## src/rtl/sdram_wr_sequencer.sv

```systemverilog
// Write-path sequencer: parses a 3-word header from the USB FIFO and streams payload beats to the SDRAM write channel.
// Optional bounds checking (no address wrap, sticky addr_err) is enabled by defining SDRAM_WR_BOUNDS_CHK_EN.
module sdram_wr_sequencer #(
  parameter logic [31:0] ADDR_LIMIT = 32'h00FF_FFFF
) (
  input  logic        clk,
  input  logic        rst_n,
  input  logic        sdram_init_done,
  input  logic [15:0] in_data,
  input  logic        in_valid,
  output logic        in_ready,
  output logic [15:0] wr_data,
  output logic [31:0] wr_addr,
  output logic        wr_valid,
  input  logic        wr_ready,
  output logic        busy,
  output logic        frame_done,
  output logic [15:0] frame_cnt,
  output logic        addr_err
);

  typedef enum logic [2:0] {
    S_IDLE, S_HDR_HI, S_HDR_LO, S_HDR_LEN, S_DATA, S_DONE
  } state_e;

  state_e      state_q, state_d;
  logic [31:0] addr_q, addr_d;
  logic [15:0] remain_q, remain_d;
  logic [15:0] wr_data_q, wr_data_d;
  logic [31:0] wr_addr_q, wr_addr_d;
  logic        wr_valid_q, wr_valid_d;
  logic        busy_q, busy_d;
  logic        frame_done_q, frame_done_d;
  logic [15:0] frame_cnt_q, frame_cnt_d;
  logic [31:0] addr_inc;
  logic        issue;
  logic        accept;

`ifdef SDRAM_WR_BOUNDS_CHK_EN
  logic addr_err_q, addr_err_d;
  assign addr_inc = addr_q + 32'd1;
  assign issue    = (addr_q <= ADDR_LIMIT);
  assign addr_err = addr_err_q;
`else
  assign addr_inc = (addr_q == ADDR_LIMIT) ? 32'd0 : addr_q + 32'd1;
  assign issue    = 1'b1;
  assign addr_err = 1'b0;
`endif

  // Headers always flow; payload is held off once the last word is in or the output beat is stalled.
  always_comb begin
    in_ready = 1'b0;
    case (state_q)
      S_HDR_HI, S_HDR_LO, S_HDR_LEN: in_ready = 1'b1;
      S_DATA:  in_ready = (remain_q != 16'd0) && (!wr_valid_q || wr_ready);
      default: in_ready = 1'b0;
    endcase
  end

  assign accept = in_valid && in_ready;

  always_comb begin
    state_d      = state_q;
    addr_d       = addr_q;
    remain_d     = remain_q;
    wr_data_d    = wr_data_q;
    wr_addr_d    = wr_addr_q;
    wr_valid_d   = wr_valid_q;
    busy_d       = busy_q;
    frame_done_d = 1'b0;
    frame_cnt_d  = frame_cnt_q;
`ifdef SDRAM_WR_BOUNDS_CHK_EN
    addr_err_d   = addr_err_q;
`endif
    case (state_q)
      S_IDLE: begin
        if (sdram_init_done) state_d = S_HDR_HI;
      end
      S_HDR_HI: begin
        if (accept) begin
          addr_d[31:16] = in_data;
          busy_d        = 1'b1;
          state_d       = S_HDR_LO;
        end
      end
      S_HDR_LO: begin
        if (accept) begin
          addr_d[15:0] = in_data;
          state_d      = S_HDR_LEN;
        end
      end
      S_HDR_LEN: begin
        if (accept) begin
          remain_d = in_data;
`ifdef SDRAM_WR_BOUNDS_CHK_EN
          addr_err_d = 1'b0;
`endif
          if (in_data == 16'd0) begin
            state_d      = S_DONE;
            frame_done_d = 1'b1;
            frame_cnt_d  = frame_cnt_q + 16'd1;
          end else begin
            state_d = S_DATA;
          end
        end
      end
      S_DATA: begin
        if (wr_ready) wr_valid_d = 1'b0;
        if (accept) begin
          addr_d   = addr_inc;
          remain_d = remain_q - 16'd1;
          if (issue) begin
            wr_data_d  = in_data;
            wr_addr_d  = addr_q;
            wr_valid_d = 1'b1;
          end
`ifdef SDRAM_WR_BOUNDS_CHK_EN
          else addr_err_d = 1'b1;
`endif
        end
        // Frame ends once every word is in and the final beat has retired.
        if ((remain_q == 16'd0) && (!wr_valid_q || wr_ready)) begin
          state_d      = S_DONE;
          frame_done_d = 1'b1;
          frame_cnt_d  = frame_cnt_q + 16'd1;
        end
      end
      S_DONE: begin
        busy_d  = 1'b0;
        state_d = sdram_init_done ? S_HDR_HI : S_IDLE;
      end
      default: state_d = S_IDLE;
    endcase
  end

  always_ff @(posedge clk) begin
    if (!rst_n) begin
      state_q      <= S_IDLE;
      addr_q       <= 32'd0;
      remain_q     <= 16'd0;
      wr_data_q    <= 16'd0;
      wr_addr_q    <= 32'd0;
      wr_valid_q   <= 1'b0;
      busy_q       <= 1'b0;
      frame_done_q <= 1'b0;
      frame_cnt_q  <= 16'd0;
`ifdef SDRAM_WR_BOUNDS_CHK_EN
      addr_err_q   <= 1'b0;
`endif
    end else begin
      state_q      <= state_d;
      addr_q       <= addr_d;
      remain_q     <= remain_d;
      wr_data_q    <= wr_data_d;
      wr_addr_q    <= wr_addr_d;
      wr_valid_q   <= wr_valid_d;
      busy_q       <= busy_d;
      frame_done_q <= frame_done_d;
      frame_cnt_q  <= frame_cnt_d;
`ifdef SDRAM_WR_BOUNDS_CHK_EN
      addr_err_q   <= addr_err_d;
`endif
    end
  end

  assign wr_data    = wr_data_q;
  assign wr_addr    = wr_addr_q;
  assign wr_valid   = wr_valid_q;
  assign busy       = busy_q;
  assign frame_done = frame_done_q;
  assign frame_cnt  = frame_cnt_q;

endmodule
```

## config.mk

```make
export PLATFORM = sky130hd
export DESIGN_NAME = sdram_wr_sequencer
export DESIGN_NICKNAME = d
export VERILOG_FILES = /design/src/rtl/sdram_wr_sequencer.sv
export SDC_FILE = /design/constraint.sdc
export NUM_CORES = 1
export LEC_CHECK = 0
export CAP_MARGIN = 20
export CORE_MARGIN = 3
export CORE_UTILIZATION = 38
export CTS_BUF_LIST = sky130_fd_sc_hd__clkbuf_8
export DETAILED_ROUTE_END_ITERATION = 12
export DONT_BUFFER_PORTS = 1
export GPL_TIMING_DRIVEN = 0
export PLACE_DENSITY_LB_ADDON = 0.1
export SLEW_MARGIN = 20
export SYNTH_ARGS = -nofsm -noshare
export SYNTH_HDL_FRONTEND = slang
export SYNTH_SLANG_ARGS = --single-unit
```

## constraint.sdc

```tcl
create_clock -name clk -period 1.85 [get_ports clk]
set_input_delay 0.2775 -clock clk [delete_from_list [all_inputs] [get_ports clk]]
set_output_delay 0.2775 -clock clk [all_outputs]
set_load 0.03 [all_outputs]
```

Word level (Yosys, flattened, before mapping)
Index checks and enable logic that the tools add are counted.

operators by class
  reductions and logical operators = 23
  add/subtract/negate cells = 3
  divide/modulo/power cells = 0
  multiplexer cells = 28
  bitwise operators = 0
  equal/unequal tests = 13
  shift-type cells = 0
  $lt $le $gt $ge = 0
  multipliers = 0

operator list
  kind                     count
  $pmux W16 S2             4
  $mux W16                 5
  $mux W32                 2
  $add A32 B1 Y32 const B  1
  $eq A32 B24 Y1 const B   1
  $logic_not A16 Y1        2
  $pmux W3 S6              1
  $add A16 B1 Y16 const B  1
  $reduce_bool A16 Y1      1
  $sub A16 B1 Y16 const B  1
  $mux W3                  5
  $ne A2 B2 Y1 const B     7
  $reduce_bool A2 Y1       5
  $reduce_and A3 Y1        3
  $mux W1                  8
  $eq A3 B2 Y1 const B     2
  $eq A3 B3 Y1 const B     2
  $pmux W1 S2              3
  $reduce_and A2 Y1        3
  $reduce_and A5 Y1        1
  $reduce_and A4 Y1        1
  $eq A3 B1 Y1 const B     1
  $logic_and A1 B1 Y1      3
  $logic_not A3 Y1         1
  3 further kinds          3

storage, ports and cells
  input bits = 21
  flip-flop bits (word level) = 118
  logic and storage cells = 77
  RAM bits = 0
  output and inout bits = 69
  memories = 0
  latch bits = 0
  ROM bits = 0

Depth between registers and ports, before layout
  depth after elaboration = 7
  depth in mapped cells = 9
  gate-level depth less buffers = 8

Worst setup path before layout
OpenSTA, ideal clock, no wires.

  path kind = reg2reg
  start = reg remain_q[0]
  end = reg remain_q[0]
  period minus slack after synthesis = 2.045 ns
  slack = -0.195 ns
  data required time = 1.722 ns
  cell stages (with the launch flop) = 10
  setup time = 0.128 ns
  arrival time = 1.917 ns
  path through = dfxtp_1 > inv_1 > ha_1 > nor4b_1 > nand3_2 > o21ai_2 > buf_2 > nor2_1 > a221oi_1 > nor2_1

between the ends
  longest elaborated chain between the ends = 6
  elaborated cells between the ends (all ways) = 10
  those cells by class = add/sub (1); eq/ne (2); mux (3); reduce/logical (4)

ends and longest elaborated chain
  item                                                                     RTL line  source
  start: declaration                                                       28        logic [15:0] remain_q, remain_d;
  start signal: assignment                                                 153       remain_q <= remain_d;
  parallel branches: the longest is 6 deep, another holds $sub A16 B1 Y16  n/a

Parallel ways; which one is timed is not known. The select of a mux whose other input is x is not followed.
A chain may end at the register's enable or synchronous reset.

Worst setup path after layout
  start = reg remain_q[0]
  end = reg addr_q[31]

between the ends
  longest elaborated chain between the ends = 6
  elaborated cells between the ends (all ways) = 7
  those cells by class = eq/ne (2); mux (1); reduce/logical (4)

ends and longest elaborated chain
  item                             RTL line  source
  $reduce_bool A16 Y1 (*)          55        S_DATA: in_ready = (remain_q != 16'd0) && (!wr_valid_q || wr_ready);
  $logic_and A1 B1 Y1 (*)          55
  $pmux W1 S2 (*)                  53        case (state_q)
  $logic_and A1 B1 Y1 (*)          60        assign accept = in_valid && in_ready;
  $ne A2 B2 Y1 (no line)           n/a
  $reduce_and A3 Y1 (no line) (*)  n/a
  end signal: assignment           152       addr_q <= addr_d;
  end: declaration                 27        logic [31:0] addr_q, addr_d;

Every way passes the cells marked *; elsewhere a longest branch is shown, timed or not.

==> metrics.csv <==
metric;value;unit
status;finished, violations left;
violations;negative setup slack;
clock_latency;450;ps
p_per_area;618;nW/um2
rsz0062_at_grt;yes;
design_area;8840;um2
grt_antenna_before_repair;0;
htreeDepth;4;
antenna_left;0;
core;14800;um2
clock_sink_count;118;
cts_tree;yes;
wirelength;22.8;mm
synth_fp_nets;774;
synth_top_area_share;40.4;%
detail_route.vias_per_cell;6.07;
whs;45.0;ps
num_rows;44;
synth_cells;750;
finalSetupTns;-11880;ps
setup_viol;108;
dp.cells;934;
r2r_cells;9;
grt_pass1_wl;33.2;mm
worst_setup_path_start_kind;flop;
ir_worst_vdd;386;uV
vias;6419;
synthFlopType;dfxtp_1;
fmax;0.487;GHz
firstDrtPassIters;5;
port_buffers;0;
syn_area_per_cell;7.79;um2
synth_edf_count;0;
crit_path_max_fanout;6;
ys_types;70;
tightest_slew;891;ps
antenna_cells;0;
clockBufferDepth;2;
cts.clk_slew.worst_paths;80;ps
wire_per_inst;21.5;um
yosysTopAreaCell;dfxtp_1;
required;2190;ps
ys_seq_elements;118;
fin_ws;-203;ps
overflow;0;
timing_worst_setup_path_type;flop to flop;
holdCritPathClass;input port to flop;
yosysWarnings;0;
fin_crit_sh;111;%
fp.dieH;130;um
pre_cts_slack;-746;ps
period_needed;2050;ps
slew_viol_final;0;
syn2layout_area_growth;51.2;%
ys_async_sr_fraction;0;%
gp_congestion;0.937;
syn-cell-area;5840;um2
p_leak;0.00336;uW
drt_iter0_drc;667;
placedInstanceArea;6160;um2
ios;90;
post-dp-hpwl;14.4;mm
cts_buffers;17;
instances_no_fill;1057;
first_global_vias;6164;
initial_core_util;39.5;%
synth.area.top_cells;dfxtp_1 40%, nand2_1 11%, a21oi_1 8.4%, o21ai_0 4.7%, nor2_1 2.9%;
ys_seq_area_share;40.4;%
slew_headroom;40.6;%
cts_root_buf;clkbuf_8;
fin_skew;9.87;ps
drv_cap;0;
die_w;130;um
min_path_cells;2;
drc;0;
nNetsFinal;885;
cp_data_arrival_time;2400;ps
grt_max_degree;17;
drive_gt1_share;42.5;%
hold_viol_final;0;
fill_cells;1247;
grt_usage;25.5;%
die-area;16900;um2
cp-end-kind;flop;
r2r_slack;-200;ps
[path summary, 6_finish.rpt]
check,start,endpoint
setup reg to reg,remain_q[0],addr_q[31]
setup / recovery,remain_q[0],addr_q[31]
hold reg to reg,addr_q[14],wr_addr[14]
hold / removal,in_data[1],addr_q[1]
[synthesized netlist by cell type (10+ instances only)]
cell,number
o21ai_0,55
a21oi_1,98
nand2_1,175
dfxtp_1,118
o22ai_1,10
xor2_1,13
nand3_1,15
nor3_1,17
clkbuf_1,26
buf_2,11
nor2_1,45
o31a_1,11
[layout make-up]
cell class,count,area [um2],share of cell area [%]
inverters,8,32.5,0.368
repair buffers,93,1010,11.4
plain buffers,40,409,4.63
multi-input cells,583,4340,49.1
well taps,184,230,2.60
flip-flops and latches,118,2430,27.5
clock inverters,12,129,1.46
clock buffers,19,262,2.96
[layer usage]
layer,up-vias,global-route usage (%),share of wire [%]
met4,0,9.05,2.8
met5,-,0,0
li1,2948,-,-
met3,55,8.23,8.3
met2,279,40.5,46
met1,3137,32.8,43
[kinds of logic (layout without fill, tap and decap cells)]
family | Yosys count | after routing | share of synthesized area (%)
XOR/XNOR | 13 | 13 | 1.95
AO/OA/AOI/OAI | 243 | 244 | 26.1
flip-flops | 118 | 118 | 40.4
multiplexers | 1 | 1 | 0.171
buffers and inverters | 50 | 172 | 3.77
AND/OR/NAND/NOR | 321 | 321 | 26.8
adder cells (fa/ha/maj) | 3 | 3 | 0.642
other | 1 | 1 | 0.0642
[worst max-delay path: stages, from the launching register on]
cell	delay, ps
dfxtp_4	360
inv_4	60
ha_4	130
nor4b_4	200
buf_4	160
nand3_4	130
buf_4	200
o211ai_4	310
o21ai_1	110
a211o_1	290
[repair_timing]
item	in CTS	in global routing
pin swaps	58	66
hold endpoints to repair	17	0
gates cloned	7	5
setup endpoints to repair	117	117
resized for setup	205	194
hold buffers	16	0
setup buffers	53	14
[registers in the layout (all words and copies together), names as in the netlist]
signal,count
addr_q,32
busy,1
frame_cnt,16
frame_done,1
remain_q,16
state_q,3
wr_addr,32
wr_data,16
wr_valid,1
[metrics by stage]
step | util [%] | power [uW]
global placement | 41.6 | 2950
finish | 59.7 | 5460
detailed placement | 41.6 | 2950
floorplan | - | 2850
global route | 59.7 | 5650
CTS | 54.2 | 5430
[placed cells by master (no fill, tap or decap), types with 7 or more instances in the layout]
cell | Yosys | final
o21ai_0 | 55 | 27
dfxtp_4 | 0 | 12
nor3_1 | 17 | 7
o21ai_2 | 1 | 7
nand3_1 | 15 | 12
dfxtp_1 | 118 | 90
o31a_1 | 11 | 11
dfxtp_2 | 0 | 16
clkbuf_1 | 26 | 14
buf_6 | 0 | 26
nor2_1 | 45 | 39
o22ai_1 | 10 | 10
clkbuf_8 | 0 | 22
dlygate4sd3_1 | 0 | 16
a21oi_1 | 98 | 50
o211ai_1 | 9 | 9
a21oi_2 | 0 | 47
nand2_2 | 1 | 33
buf_12 | 0 | 8
xor2_1 | 13 | 13
clkbuf_16 | 0 | 10
buf_4 | 5 | 45
nand2_4 | 1 | 38
nand2_1 | 175 | 105
o21ai_1 | 4 | 22
nor3_4 | 0 | 8
and3_1 | 9 | 8
[where the power goes]
group	switching, uW	internal, uW	total [uW]
Sequential	25.1	2540	2560
Combinational	319	194	513
Clock	1130	1260	2380
Note: power is estimated with default switching activity, not from simulation.
